<file path="src/rtl/alu_seq.sv">
// Multi-cycle ALU: single-cycle logic/arith ops plus sequential MUL/DIV/MOD
// behind a start/busy/done handshake, with registered result, high result and Z/C/N flags.
module alu_seq #(
    parameter int DATA_WIDTH   = 8,
    parameter int BUS_WIDTH    = 8,
    parameter int OPCODE_WIDTH = 6
) (
    input  logic                    clk,
    input  logic                    rstn,
    input  logic                    start,
    input  logic [DATA_WIDTH-1:0]   value1,
    input  logic [DATA_WIDTH-1:0]   value2,
    input  logic [BUS_WIDTH-1:0]    addr1,
    input  logic [BUS_WIDTH-1:0]    addr2,
    input  logic [OPCODE_WIDTH-1:0] opcode,
    output logic [DATA_WIDTH-1:0]   result,
    output logic [DATA_WIDTH-1:0]   result_hi,
    output logic                    flag_z,
    output logic                    flag_c,
    output logic                    flag_n,
    output logic                    busy,
    output logic                    done,
    output logic                    err,
    output logic                    finish
);
    localparam int DW = DATA_WIDTH;
    localparam int CW = (DW > 2) ? $clog2(DW) : 1;
    localparam logic [CW-1:0] CNT_LAST = CW'(DW - 1);

    localparam logic [3:0] OP_ADD = 4'd0,  OP_SUB = 4'd1,  OP_XOR = 4'd2,  OP_OR   = 4'd3;
    localparam logic [3:0] OP_AND = 4'd4,  OP_NOR = 4'd5,  OP_NAND = 4'd6, OP_XNOR = 4'd7;
    localparam logic [3:0] OP_SHL = 4'd8,  OP_SHR = 4'd9,  OP_GT = 4'd10,  OP_EQ   = 4'd11;
    localparam logic [3:0] OP_MUL = 4'd12, OP_DIV = 4'd13, OP_MOD = 4'd14, OP_HALT = 4'd15;

    typedef enum logic [0:0] {S_IDLE, S_MULDIV} state_t;

    state_t          state_q, state_d;
    logic [CW-1:0]   cnt_q, cnt_d;
    logic [DW-1:0]   a_q, a_d, b_q, b_d, acc_q, acc_d;
    logic [3:0]      op_q, op_d;
    logic [DW-1:0]   result_q, result_d, result_hi_q, result_hi_d;
    logic            z_q, z_d, c_q, c_d, n_q, n_d;
    logic            done_q, done_d, err_q, err_d;

    logic [DW-1:0]   addr1_ext, addr2_ext, op1, op2;
    logic [3:0]      op;

    // Address operands are zero-extended or truncated to the datapath width.
    if (BUS_WIDTH >= DW) begin : g_trunc
        assign addr1_ext = addr1[DW-1:0];
        assign addr2_ext = addr2[DW-1:0];
    end else begin : g_zext
        assign addr1_ext = {{(DW-BUS_WIDTH){1'b0}}, addr1};
        assign addr2_ext = {{(DW-BUS_WIDTH){1'b0}}, addr2};
    end

    assign op1    = opcode[0] ? addr1_ext : value1;
    assign op2    = opcode[1] ? addr2_ext : value2;
    assign op     = opcode[5:2];
    assign finish = &opcode;

    logic [DW:0]     sum_w, diff_w;
    logic [2*DW-1:0] shl_ext, shr_ext;
    logic            shift_big, div_zero, is_seq;
    logic [DW-1:0]   alu_res;
    logic            alu_c;

    assign sum_w     = {1'b0, op1} + {1'b0, op2};
    assign diff_w    = {1'b0, op1} - {1'b0, op2};
    assign shl_ext   = {{DW{1'b0}}, op1} << op2;
    assign shr_ext   = {op1, {DW{1'b0}}} >> op2;
    assign shift_big = ({1'b0, op2} >= (DW+1)'(DW));
    assign div_zero  = ((op == OP_DIV) || (op == OP_MOD)) && (op2 == '0);
    assign is_seq    = ((op == OP_MUL) || (op == OP_DIV) || (op == OP_MOD)) && !div_zero;

    always_comb begin
        alu_res = '0;
        alu_c   = 1'b0;
        case (op)
            OP_ADD:  begin alu_res = sum_w[DW-1:0];  alu_c = sum_w[DW];  end
            OP_SUB:  begin alu_res = diff_w[DW-1:0]; alu_c = diff_w[DW]; end
            OP_XOR:  alu_res = op1 ^ op2;
            OP_OR:   alu_res = op1 | op2;
            OP_AND:  alu_res = op1 & op2;
            OP_NOR:  alu_res = ~(op1 | op2);
            OP_NAND: alu_res = ~(op1 & op2);
            OP_XNOR: alu_res = ~(op1 ^ op2);
            OP_SHL:  if (!shift_big) begin alu_res = shl_ext[DW-1:0];    alu_c = shl_ext[DW];   end
            OP_SHR:  if (!shift_big) begin alu_res = shr_ext[2*DW-1:DW]; alu_c = shr_ext[DW-1]; end
            OP_GT:   alu_res = {DW{op1 > op2}};
            OP_EQ:   alu_res = {DW{op1 == op2}};
            default: alu_res = '0;
        endcase
    end

    // MUL: {acc, a} shifts right with the multiplier in a (LSB first).
    // DIV/MOD: restoring division, quotient bits shift into a, remainder in acc.
    logic [DW:0]   mul_sum, div_trial, div_diff;
    logic          div_ge;
    logic [DW-1:0] mul_acc_n, mul_a_n, div_acc_n, div_a_n;

    assign mul_sum   = {1'b0, acc_q} + (a_q[0] ? {1'b0, b_q} : '0);
    assign mul_acc_n = mul_sum[DW:1];
    assign mul_a_n   = {mul_sum[0], a_q[DW-1:1]};
    assign div_trial = {acc_q, a_q[DW-1]};
    assign div_diff  = div_trial - {1'b0, b_q};
    assign div_ge    = (div_trial >= {1'b0, b_q});
    assign div_acc_n = div_ge ? div_diff[DW-1:0] : div_trial[DW-1:0];
    assign div_a_n   = {a_q[DW-2:0], div_ge};

    logic [DW-1:0] fin_res, fin_hi;
    always_comb begin
        fin_res = div_a_n;
        fin_hi  = div_acc_n;
        if (op_q == OP_MUL) begin
            fin_res = mul_a_n;
            fin_hi  = mul_acc_n;
        end else if (op_q == OP_MOD) begin
            fin_res = div_acc_n;
            fin_hi  = div_a_n;
        end
    end

    always_comb begin
        state_d     = state_q;
        cnt_d       = cnt_q;
        a_d         = a_q;
        b_d         = b_q;
        acc_d       = acc_q;
        op_d        = op_q;
        result_d    = result_q;
        result_hi_d = result_hi_q;
        z_d         = z_q;
        c_d         = c_q;
        n_d         = n_q;
        done_d      = 1'b0;
        err_d       = 1'b0;
        case (state_q)
            S_IDLE: begin
                if (start) begin
                    a_d   = op1;
                    b_d   = op2;
                    op_d  = op;
                    cnt_d = '0;
                    acc_d = '0;
                    if (is_seq) begin
                        state_d = S_MULDIV;
                    end else begin
                        done_d = 1'b1;
                        if (div_zero) begin
                            result_d    = '1;
                            result_hi_d = op1;
                            err_d       = 1'b1;
                            c_d         = 1'b0;
                            z_d         = 1'b0;
                            n_d         = 1'b1;
                        end else if (op != OP_HALT) begin
                            result_d = alu_res;
                            c_d      = alu_c;
                            z_d      = (alu_res == '0);
                            n_d      = alu_res[DW-1];
                        end
                    end
                end
            end
            S_MULDIV: begin
                cnt_d = cnt_q + 1'b1;
                if (op_q == OP_MUL) begin
                    a_d   = mul_a_n;
                    acc_d = mul_acc_n;
                end else begin
                    a_d   = div_a_n;
                    acc_d = div_acc_n;
                end
                if (cnt_q == CNT_LAST) begin
                    state_d     = S_IDLE;
                    done_d      = 1'b1;
                    result_d    = fin_res;
                    result_hi_d = fin_hi;
                    c_d         = (op_q == OP_MUL) && (fin_hi != '0);
                    z_d         = (fin_res == '0);
                    n_d         = fin_res[DW-1];
                end
            end
            default: state_d = S_IDLE;
        endcase
    end

    always_ff @(posedge clk or negedge rstn) begin
        if (!rstn) begin
            state_q     <= S_IDLE;
            cnt_q       <= '0;
            a_q         <= '0;
            b_q         <= '0;
            acc_q       <= '0;
            op_q        <= '0;
            result_q    <= '0;
            result_hi_q <= '0;
            z_q         <= 1'b0;
            c_q         <= 1'b0;
            n_q         <= 1'b0;
            done_q      <= 1'b0;
            err_q       <= 1'b0;
        end else begin
            state_q     <= state_d;
            cnt_q       <= cnt_d;
            a_q         <= a_d;
            b_q         <= b_d;
            acc_q       <= acc_d;
            op_q        <= op_d;
            result_q    <= result_d;
            result_hi_q <= result_hi_d;
            z_q         <= z_d;
            c_q         <= c_d;
            n_q         <= n_d;
            done_q      <= done_d;
            err_q       <= err_d;
        end
    end

    assign result    = result_q;
    assign result_hi = result_hi_q;
    assign flag_z    = z_q;
    assign flag_c    = c_q;
    assign flag_n    = n_q;
    assign busy      = (state_q == S_MULDIV);
    assign done      = done_q;
    assign err       = err_q;
endmodule

</file>
<file path="config.mk">
export PLATFORM = sky130hd
export DESIGN_NAME = alu_seq
export DESIGN_NICKNAME = d
export VERILOG_FILES = /design/src/rtl/alu_seq.sv
export SDC_FILE = /design/constraint.sdc
export NUM_CORES = 1
export LEC_CHECK = 0
export ABC_CLOCK_PERIOD_IN_PS = 4300
export BUFFER_PORTS_ARGS = -buffer_cell sky130_fd_sc_hd__buf_4
export CORE_MARGIN = 3
export CORE_UTILIZATION = 40
export CTS_BUF_LIST = sky130_fd_sc_hd__clkbuf_4
export CTS_CLUSTER_SIZE = 10
export DETAILED_ROUTE_END_ITERATION = 6
export PLACE_DENSITY = 0.6
export SYNTH_ARGS = -nofsm -noshare
export SYNTH_HDL_FRONTEND = slang
export SYNTH_SLANG_ARGS = --single-unit
export TNS_END_PERCENT = 30
</file>
<file path="constraint.sdc">
create_clock -name clk -period 4.3 [get_ports clk]
set_input_delay 0.43 -clock clk [delete_from_list [all_inputs] [get_ports clk]]
set_output_delay 0.43 -clock clk [all_outputs]
set_load 0.005 [all_outputs]
</file>
# After elaboration in Yosys (flattened, before gate mapping)
# Index checks and enable logic that the tools add are counted.
word_totals:
  mem_bits_rw: 0
  out_inout_bits: 23
  rom_bits: 0
  mem_count: 0
  latch_bits: 0
  reg_bits: 53
classes:
  div: 0
  n_eq_ne: 24
  reduce_logical: 16
  n_lt_le_gt_ge: 3
  mux: 63
  bitwise_logic: 7
  add_sub_neg: 5
  n_mul: 0
  shift: 2
op_table:
  columns: ["operator", "count"]
  rows:
  - ["2-to-1 mux 8 bit", 23]
  - ["one-hot mux 8 bit (12 select lines)", 1]
  - ["one-hot mux 8 bit (2 select lines)", 4]
  - ["equality test 4 bit, second input constant", 9]
  - ["2-to-1 mux 1 bit", 27]
  - ["zero test 8 bit", 3]
  - ["NOT 8 bit", 3]
  - ["adder 8 x 8 -> 9 bit", 2]
  - ["equality test 4 x 3 -> 1 bit, second input constant", 4]
  - ["right shift 16 x 8 -> 16 bit", 1]
  - ["one-hot mux 1 bit (2 select lines)", 5]
  - ["greater-or-equal comparator 9 x 8 -> 1 bit", 1]
  - ["left shift 8 x 8 -> 9 bit", 1]
  - ["subtractor 8 x 8 -> 9 bit", 1]
  - ["bitwise AND 8 bit", 1]
  - ["equality test 4 x 2 -> 1 bit, second input constant", 2]
  - ["equality test 8 bit", 1]
  - ["greater-or-equal comparator 8 x 4 -> 1 bit, second input constant", 1]
  - ["> comparator 8 bit", 1]
  - ["OR 8 bit", 1]
  - ["AND reduction 4 bit", 2]
  - ["nonzero test 8 bit", 1]
  - ["subtractor 8 bit", 1]
  - ["bitwise XOR 8 bit", 1]
  - ["17 further kinds", 23]

# Logic depth before layout (Yosys ltp)
depth:
  word_depth: 10
  ltp_mapped: 15
  ltp_nobuf: 14

# Least setup slack after synthesis
# OpenSTA, ideal clock, no wires.
synth_path:
  path_kind: "input -> register"
  startpoint: "in opcode[1]"
  endpoint: "reg result_q[7] (netlist: result[7])"
  setup_slack_ns: 0.604
  arrival_time_ns: 3.578
  cell_stages: 14
  required_ns: 4.182
  path_buffers: 3
  setup_time_ns: 0.118
  path_cell_list: "buf_6 > buf_4 > mux2i_2 > clkbuf_1 > ha_1 > o21bai_1 > a221oi_1 > o21bai_1 > a221o_1 > a221oi_1 > o21ba_2 > nor3_1 > a221oi_1 > a21o_1"
synth_via:
  elab_chain_len: 9
  word_cells_on_any_way: 29
  classes_between: "add/sub: 2; order compare: 2; eq/ne: 3; shift: 2; mux: 9; bitwise: 6; reduce/logical: 5"
synth_lines:
  columns: ["element", "line_no", "source"]
  rows:
  - ["start, declared", "15", "input logic [OPCODE_WIDTH-1:0] opcode,"]
  - ["2-to-1 mux 8 bit *", "58", "assign op2 = opcode[1] ? addr2_ext : value2;"]
  - ["greater-or-equal comparator 8 x 4 -> 1 bit, or another cell as far along", "72", "assign shift_big = ({1'b0, op2} >= (DW+1)'(DW));"]
  - ["2-to-1 mux 8 bit, or another cell as far along", "89", "OP_SHR: if (!shift_big) begin alu_res = shr_ext[2*DW-1:DW]; alu_c = shr_ext[DW-1]; end"]
  - ["one-hot mux 8 bit (12 select lines)", "79", "case (op)"]
  - ["2-to-1 mux 8 bit", "157", "end else if (op != OP_HALT) begin"]
  - ["2-to-1 mux 8 bit", "150", "if (div_zero) begin"]
  - ["2-to-1 mux 8 bit", "146", "if (is_seq) begin"]
  - ["2-to-1 mux 8 bit", "140", "if (start) begin"]
  - ["one-hot mux 8 bit (2 select lines)", "138", "case (state_q)"]
  - ["end signal, assigned", "211", "result_q <= result_d;"]
  - ["end, declared", "41", "logic [DW-1:0] result_q, result_d, result_hi_q, result_hi_d;"]
# Mark *: on every way between the ends. The rest lies on a longest branch, timed or not. The select of a mux whose other input is x is not followed.
# A chain may end at the register's enable or synchronous reset.

# Worst setup path in the final report
layout_path:
  startpoint: "in opcode[0]"
  endpoint: "reg z_q (netlist: flag_z)"
layout_via:
  elab_chain_len: 10
  word_cells_on_any_way: 22
  classes_between: "add/sub: 2; order compare: 1; eq/ne: 1; shift: 2; mux: 9; bitwise: 6; reduce/logical: 1"
layout_lines:
  columns: ["element", "line_no", "source"]
  rows:
  - ["2-to-1 mux 8 bit *", "57", "assign op1 = opcode[0] ? addr1_ext : value1;"]
  - ["right shift 16 x 8 -> 16 bit, or another cell as far along", "71", "assign shr_ext = {op1, {DW{1'b0}}} >> op2;"]
  - ["2-to-1 mux 8 bit, or another cell as far along", "89", null]
  - ["one-hot mux 8 bit (12 select lines) *", "79", null]
  - ["zero test 8 bit *", "160", "z_d = (alu_res == '0);"]
  - ["2-to-1 mux 1 bit *", "157", null]
  - ["2-to-1 mux 1 bit *", "150", null]
  - ["2-to-1 mux 1 bit *", "146", null]
  - ["2-to-1 mux 1 bit *", "140", null]
  - ["one-hot mux 1 bit (2 select lines) *", "138", null]
  - ["end signal, assigned", "213", "z_q <= z_d;"]
  - ["end, declared", "42", "logic z_q, z_d, c_q, c_d, n_q, n_d;"]
# Marked as above.

==> impl_results.html <==
<table>
<tr><th>Metric</th><th>Value</th></tr>
<tr><th colspan="2">Yosys</th></tr>
<tr><td>Main combinational cell family by area after synthesis</td><td>compound AO/OA/AOI/OAI gates</td></tr>
<tr><td>Most common cell in the synthesized netlist</td><td>nor2_1</td></tr>
<tr><td>Synth Warn #</td><td>0</td></tr>
<tr><td>Multiplexer fraction of the synthesized cell area</td><td>6.375%</td></tr>
<tr><td>XOR/XNOR Fraction of Synth Area</td><td>1.896%</td></tr>
<tr><td>Number of distinct library cells after synthesis</td><td>82</td></tr>
<tr><td>Compound-cell area share of the yosys netlist</td><td>31.58%</td></tr>
<tr><td>Yosys reg bits</td><td>52</td></tr>
<tr><td>Library cell with the largest summed area after synthesis</td><td>dfrtp_1</td></tr>
<tr><td>Post-synthesis async set-or-reset flop share</td><td>100.0%</td></tr>
<tr><td>Post-synth top cells</td><td>nor2_1 (92), nand2_1 (72), a21oi_1 (64)</td></tr>
<tr><td>Net count after synthesis</td><td>878</td></tr>
<tr><td>Syn Area/Cell</td><td>7.593 sq um</td></tr>
<tr><td>Cells after synthesis</td><td>791</td></tr>
<tr><td>Total standard cell area after synthesis</td><td>6006 sq um</td></tr>
<tr><td>Most area-consuming cells after synthesis</td><td>dfrtp_1 (22%), ha_1 (8.8%), nor2_1 (5.8%)</td></tr>
<tr><td>Fraction of the yosys area taken by sequential cells</td><td>21.67%</td></tr>
<tr><td>Post-synth EDFFs</td><td>0</td></tr>
<tr><td>Share of the synthesized area in the top cell type</td><td>21.67%</td></tr>
<tr><td>Area share of and/or/nand/nor cells after synthesis</td><td>22.15%</td></tr>
<tr><td>Commonest register cell after synthesis</td><td>dfrtp_1</td></tr>
<tr><td>Arithmetic-cell share of the synthesized area counting full adders, half adders and majority gates</td><td>10.08%</td></tr>
<tr><th colspan="2">Pwr</th></tr>
<tr><td>Cell-internal power</td><td>1820 uW</td></tr>
<tr><td>Portion of total power attributed to combinational logic</td><td>68.1%</td></tr>
<tr><td>Pwr/cell area</td><td>560.6 nW/um^2</td></tr>
<tr><td>Switching Fraction</td><td>51.45%</td></tr>
<tr><td>Switching power</td><td>1929 uW</td></tr>
<tr><td>Lkg Pwr</td><td>0.003009 uW</td></tr>
<tr><td>Clk network pwr share</td><td>6.7%</td></tr>
<tr><td>Worst VDD drop</td><td>0.2217 mV</td></tr>
<tr><td>Portion of total power attributed to sequential cells</td><td>25.2%</td></tr>
<tr><th colspan="2">Finish</th></tr>
<tr><td>Net count reported at finish</td><td>917</td></tr>
<tr><td>Sequential standard cell area</td><td>1301 sq um</td></tr>
<tr><td>Area of all placed cells without fillers</td><td>6688 sq um</td></tr>
<tr><td>Area of the multi-input gates</td><td>4329 sq um</td></tr>
<tr><td>Area overhead of the layout relative to synthesis</td><td>11.35%</td></tr>
<tr><td>Fraction of layout instances using a drive strength above 1</td><td>14.92%</td></tr>
<tr><td>Number of fill cells</td><td>1489</td></tr>
<tr><th colspan="2">Route</th></tr>
<tr><td>Post-route ant nets</td><td>0</td></tr>
<tr><td>Post-route DRC</td><td>0</td></tr>
<tr><td>DRC violation total after the first TritonRoute iteration</td><td>689</td></tr>
<tr><td>Final Routed Wirelength</td><td>22430 um</td></tr>
<tr><td>Wire length per cell after detailed routing</td><td>22.08 um</td></tr>
<tr><td>Drt via density</td><td>6.242</td></tr>
<tr><td>Routed vias</td><td>6342</td></tr>
<tr><td>Router iterations before antenna repair</td><td>5</td></tr>
<tr><th colspan="2">Die</th></tr>
<tr><td>Horizontal die dimension</td><td>128.5 um</td></tr>
<tr><td>I/O pin count</td><td>64</td></tr>
<tr><td>Initial Util</td><td>41.17%</td></tr>
<tr><td>Number of core rows</td><td>44</td></tr>
<tr><td>Area of the core</td><td>14590 sq um</td></tr>
<tr><td>Die Area</td><td>16520 sq um</td></tr>
<tr><td>Floorplan die height</td><td>128.5 um</td></tr>
<tr><th colspan="2">Placement</th></tr>
<tr><td>Worst slack after detailed placement</td><td>0.4653 ns</td></tr>
<tr><td>Total cell area at the placement stage</td><td>6623 sq um</td></tr>
<tr><td>Count of buffers inserted at the top-level ports</td><td>63</td></tr>
<tr><td>Detail Placement HPWL</td><td>17700 um</td></tr>
<tr><td>Placer congestion estimate</td><td>1.038</td></tr>
<tr><th colspan="2">Setup path</th></tr>
<tr><td>Class of the most critical setup path</td><td>input port to flop</td></tr>
<tr><td>Worst Path Arrival</td><td>3.85 ns</td></tr>
<tr><td>Critical register-to-register path startpoint</td><td>acc_q[1]$_DFFE_PN0P_</td></tr>
<tr><td>Crit path launch type</td><td>input port</td></tr>
<tr><td>Worst-path fanout max</td><td>10</td></tr>
<tr><td>Worst R2R End</td><td>flag_z$_DFFE_PN0P_</td></tr>
<tr><td>Number of cells on the worst reg-to-reg path</td><td>10</td></tr>
<tr><td>Start point of the critical path</td><td>opcode[0]</td></tr>
<tr><td>Capture point of the worst path</td><td>flag_z$_DFFE_PN0P_</td></tr>
<tr><td>Reg2reg setup slack</td><td>0.95 ns</td></tr>
<tr><td>CP Data Required Time</td><td>4.64 ns</td></tr>
<tr><td>Crit path capture type</td><td>flop</td></tr>
<tr><th colspan="2">Timing</th></tr>
<tr><td>Worst Slack Setup Final</td><td>0.7890 ns</td></tr>
<tr><td>Setup-violating endpoint count in the final report</td><td>0</td></tr>
<tr><td>Setup repair after global routing missed its margin</td><td>false</td></tr>
<tr><td>Final cycle utilization of the critical path</td><td>81.65%</td></tr>
<tr><td>Peak Freq</td><td>284.8 MHz</td></tr>
<tr><td>Relative slew slack</td><td>40.12%</td></tr>
<tr><td>Hold Vio Cnt, Final</td><td>0</td></tr>
<tr><td>Setup clock skew after layout</td><td>0.02013 ns</td></tr>
<tr><td>Final critical path time including I/O delays and setup</td><td>3.511 ns</td></tr>
<tr><td>Transition time of the tightest slew-check pin</td><td>0.8949 ns</td></tr>
<tr><td>Number of slew-limit violations in the final report</td><td>0</td></tr>
<tr><td>Total negative slack</td><td>0 ns</td></tr>
<tr><th colspan="2">GRT</th></tr>
<tr><td>First-pass GRT wire length</td><td>34600 um</td></tr>
<tr><td>GRT Total Usage</td><td>26.80%</td></tr>
<tr><td>Number of antenna violations at the first check in global routing</td><td>1</td></tr>
<tr><td>Total overflow reported by the global router</td><td>0</td></tr>
<tr><td>Via count of the first global-routing pass</td><td>5994</td></tr>
<tr><td>Largest net degree at the start of global routing</td><td>53</td></tr>
<tr><th colspan="2">Run</th></tr>
<tr><td>Max-cap violations</td><td>0</td></tr>
<tr><th colspan="2">Outcome</th></tr>
<tr><td>Run status</td><td>finished clean</td></tr>
<tr><th colspan="2">Clocking</th></tr>
<tr><td>Clock tree root buffer cell</td><td>clkbuf_4</td></tr>
<tr><td>Number of resized instances in the post-cts repair step</td><td>0</td></tr>
<tr><td>Clock tree buffer depth</td><td>2</td></tr>
<tr><td>Number of buffers added by the clock tree synthesis step</td><td>5</td></tr>
<tr><td>Buffers inserted by post-CTS timing repair</td><td>0</td></tr>
<tr><td>Number of hold buffers added after cts</td><td>0</td></tr>
<tr><td>Number of sinks driven by the clock tree</td><td>52</td></tr>
<tr><td>Maximum level of the CTS H-tree</td><td>2</td></tr>
<tr><td>TritonCTS clock tree</td><td>built</td></tr>
<tr><td>Clock transition time at the flip-flop clock pins of the worst setup and hold paths</td><td>0.17 ns</td></tr>
<tr><td>Clock latency on the worst-skew pair</td><td>0.40 ns</td></tr>
<tr><th colspan="2">Min path</th></tr>
<tr><td>Worst Hold Class</td><td>input port to async pin</td></tr>
</table>
-- metal layers --
layer | routed length (um) | GRT usage, % | part of all wire [%] | up-vias
met1 | 9533 | 35.98 | 42 | 2970
met2 | 10220 | 43.27 | 46 | 334
li1 | - | - | - | 2969
met4 | 1047 | 12.42 | 4.7 | 0
met3 | 1636 | 2.947 | 7.3 | 69
met5 | 0 | 0 | 0 | -
-- power by group through the flow --
stage / registers (uW) / clock network [uW] / logic, uW
2_1_floorplan: 860 / 0 / 1800
3_3_place_gp: 943 / 0 / 2480
3_5_place_dp: 958 / 0 / 2490
4_1_cts: 944 / 261 / 2510
5_1_grt: 982 / 280 / 2800
6_report: 944 / 253 / 2550
-- kinds of logic after synthesis --
| group | count (synthesis) |
|---|---|
| simple gates | 276 |
| flops | 52 |
| fa+ha+maj | 46 |
| buf+inv | 92 |
| mux | 37 |
| xor+xnor | 13 |
| compound gates | 275 |
-- worst min path at each step --
stage / from / endpoint / slack [ns] / cells past startpoint
floorplan: rstn / a_q[0]$_DFFE_PN0P_ / 0.13 / 0
global placement: result[0]$_DFFE_PN0P_ / result[0]$_DFFE_PN0P_ / 0.47 / 1
detailed placement: result[0]$_DFFE_PN0P_ / result[0]$_DFFE_PN0P_ / 0.47 / 1
CTS: rstn / result_hi[5]$_DFFE_PN0P_ / 0.05 / 1
global route: rstn / result_hi[5]$_DFFE_PN0P_ / 0.08 / 1
finish: rstn / acc_q[4]$_DFFE_PN0P_ / 0.04 / 1
-- layout by cell type (no fill, tap or decap), drive strengths merged, types with 4 or more instances in the layout --
| cell type | instances |
|---|---|
| ha | 42 |
| nor4 | 6 |
| a31oi | 13 |
| nand3 | 14 |
| nand2b | 10 |
| nand4 | 5 |
| clkbuf | 5 |
| o21bai | 5 |
| and2 | 15 |
| nand2 | 72 |
| mux2i | 30 |
| o21ai | 54 |
| a221oi | 8 |
| a21o | 16 |
| a22o | 5 |
| inv | 46 |
| or2 | 8 |
| a22oi | 10 |
| dfrtp | 52 |
| nor3 | 17 |
| or3 | 4 |
| nor2 | 93 |
| a211oi | 16 |
| xnor2 | 5 |
| o31ai | 5 |
| and3 | 4 |
| nor3b | 4 |
| a21oi | 65 |
| o211ai | 10 |
| nor2b | 13 |
| mux2 | 7 |
| a31o | 5 |
| xor2 | 8 |
| buf | 79 |
| o21a | 8 |
| a2111oi | 4 |
| o22ai | 16 |
| fa | 4 |
-- through the flow --
stage / cells / hold WS [ns] / power [uW] / utilization (%)
after floorplan: 791 / 0.1344 / 2657 / -
after global placement: 1007 / 0.4677 / 3419 / 45.39
after detailed placement: 1007 / 0.4736 / 3450 / 45.39
after CTS: 1015 / 0.05335 / 3712 / 45.82
after global routing: 1016 / 0.08223 / 4059 / 45.84
final: 1016 / 0.03798 / 3749 / 45.84
-- layout make-up --
type	count	area share, %
Multi-Input combinational cell	647	64.73
Clock inverter	3	0.3742
Sequential cell	52	19.46
Antenna cell	1	0.03742
Timing Repair Buffer	79	8.868
Tap cell	184	3.442
Inverter	45	2.526
Clock buffer	5	0.5613
-- registers in the layout (all words and copies together) (netlist names) --
| signal | flops |
|---|---|
| done | 1 |
| busy | 1 |
| result_hi | 8 |
| err | 1 |
| cnt_q | 3 |
| flag_c | 1 |
| result | 8 |
| acc_q | 8 |
| b_q | 8 |
| a_q | 8 |
| flag_z | 1 |
| op_q | 4 |
-- worst max-delay path, cell delays in order --
cell and delay, ns:
buf_4 0.22, mux2i_1 0.45, ha_1 0.42, or4_4 0.61
nor4b_4 0.33, or3b_2 0.19, a21oi_2 0.07, a311oi_4 0.40
o2111ai_1 0.25, nor3b_1 0.23, nand4_1 0.14, nand3_1 0.12
Power figures use the tool's default switching activity.
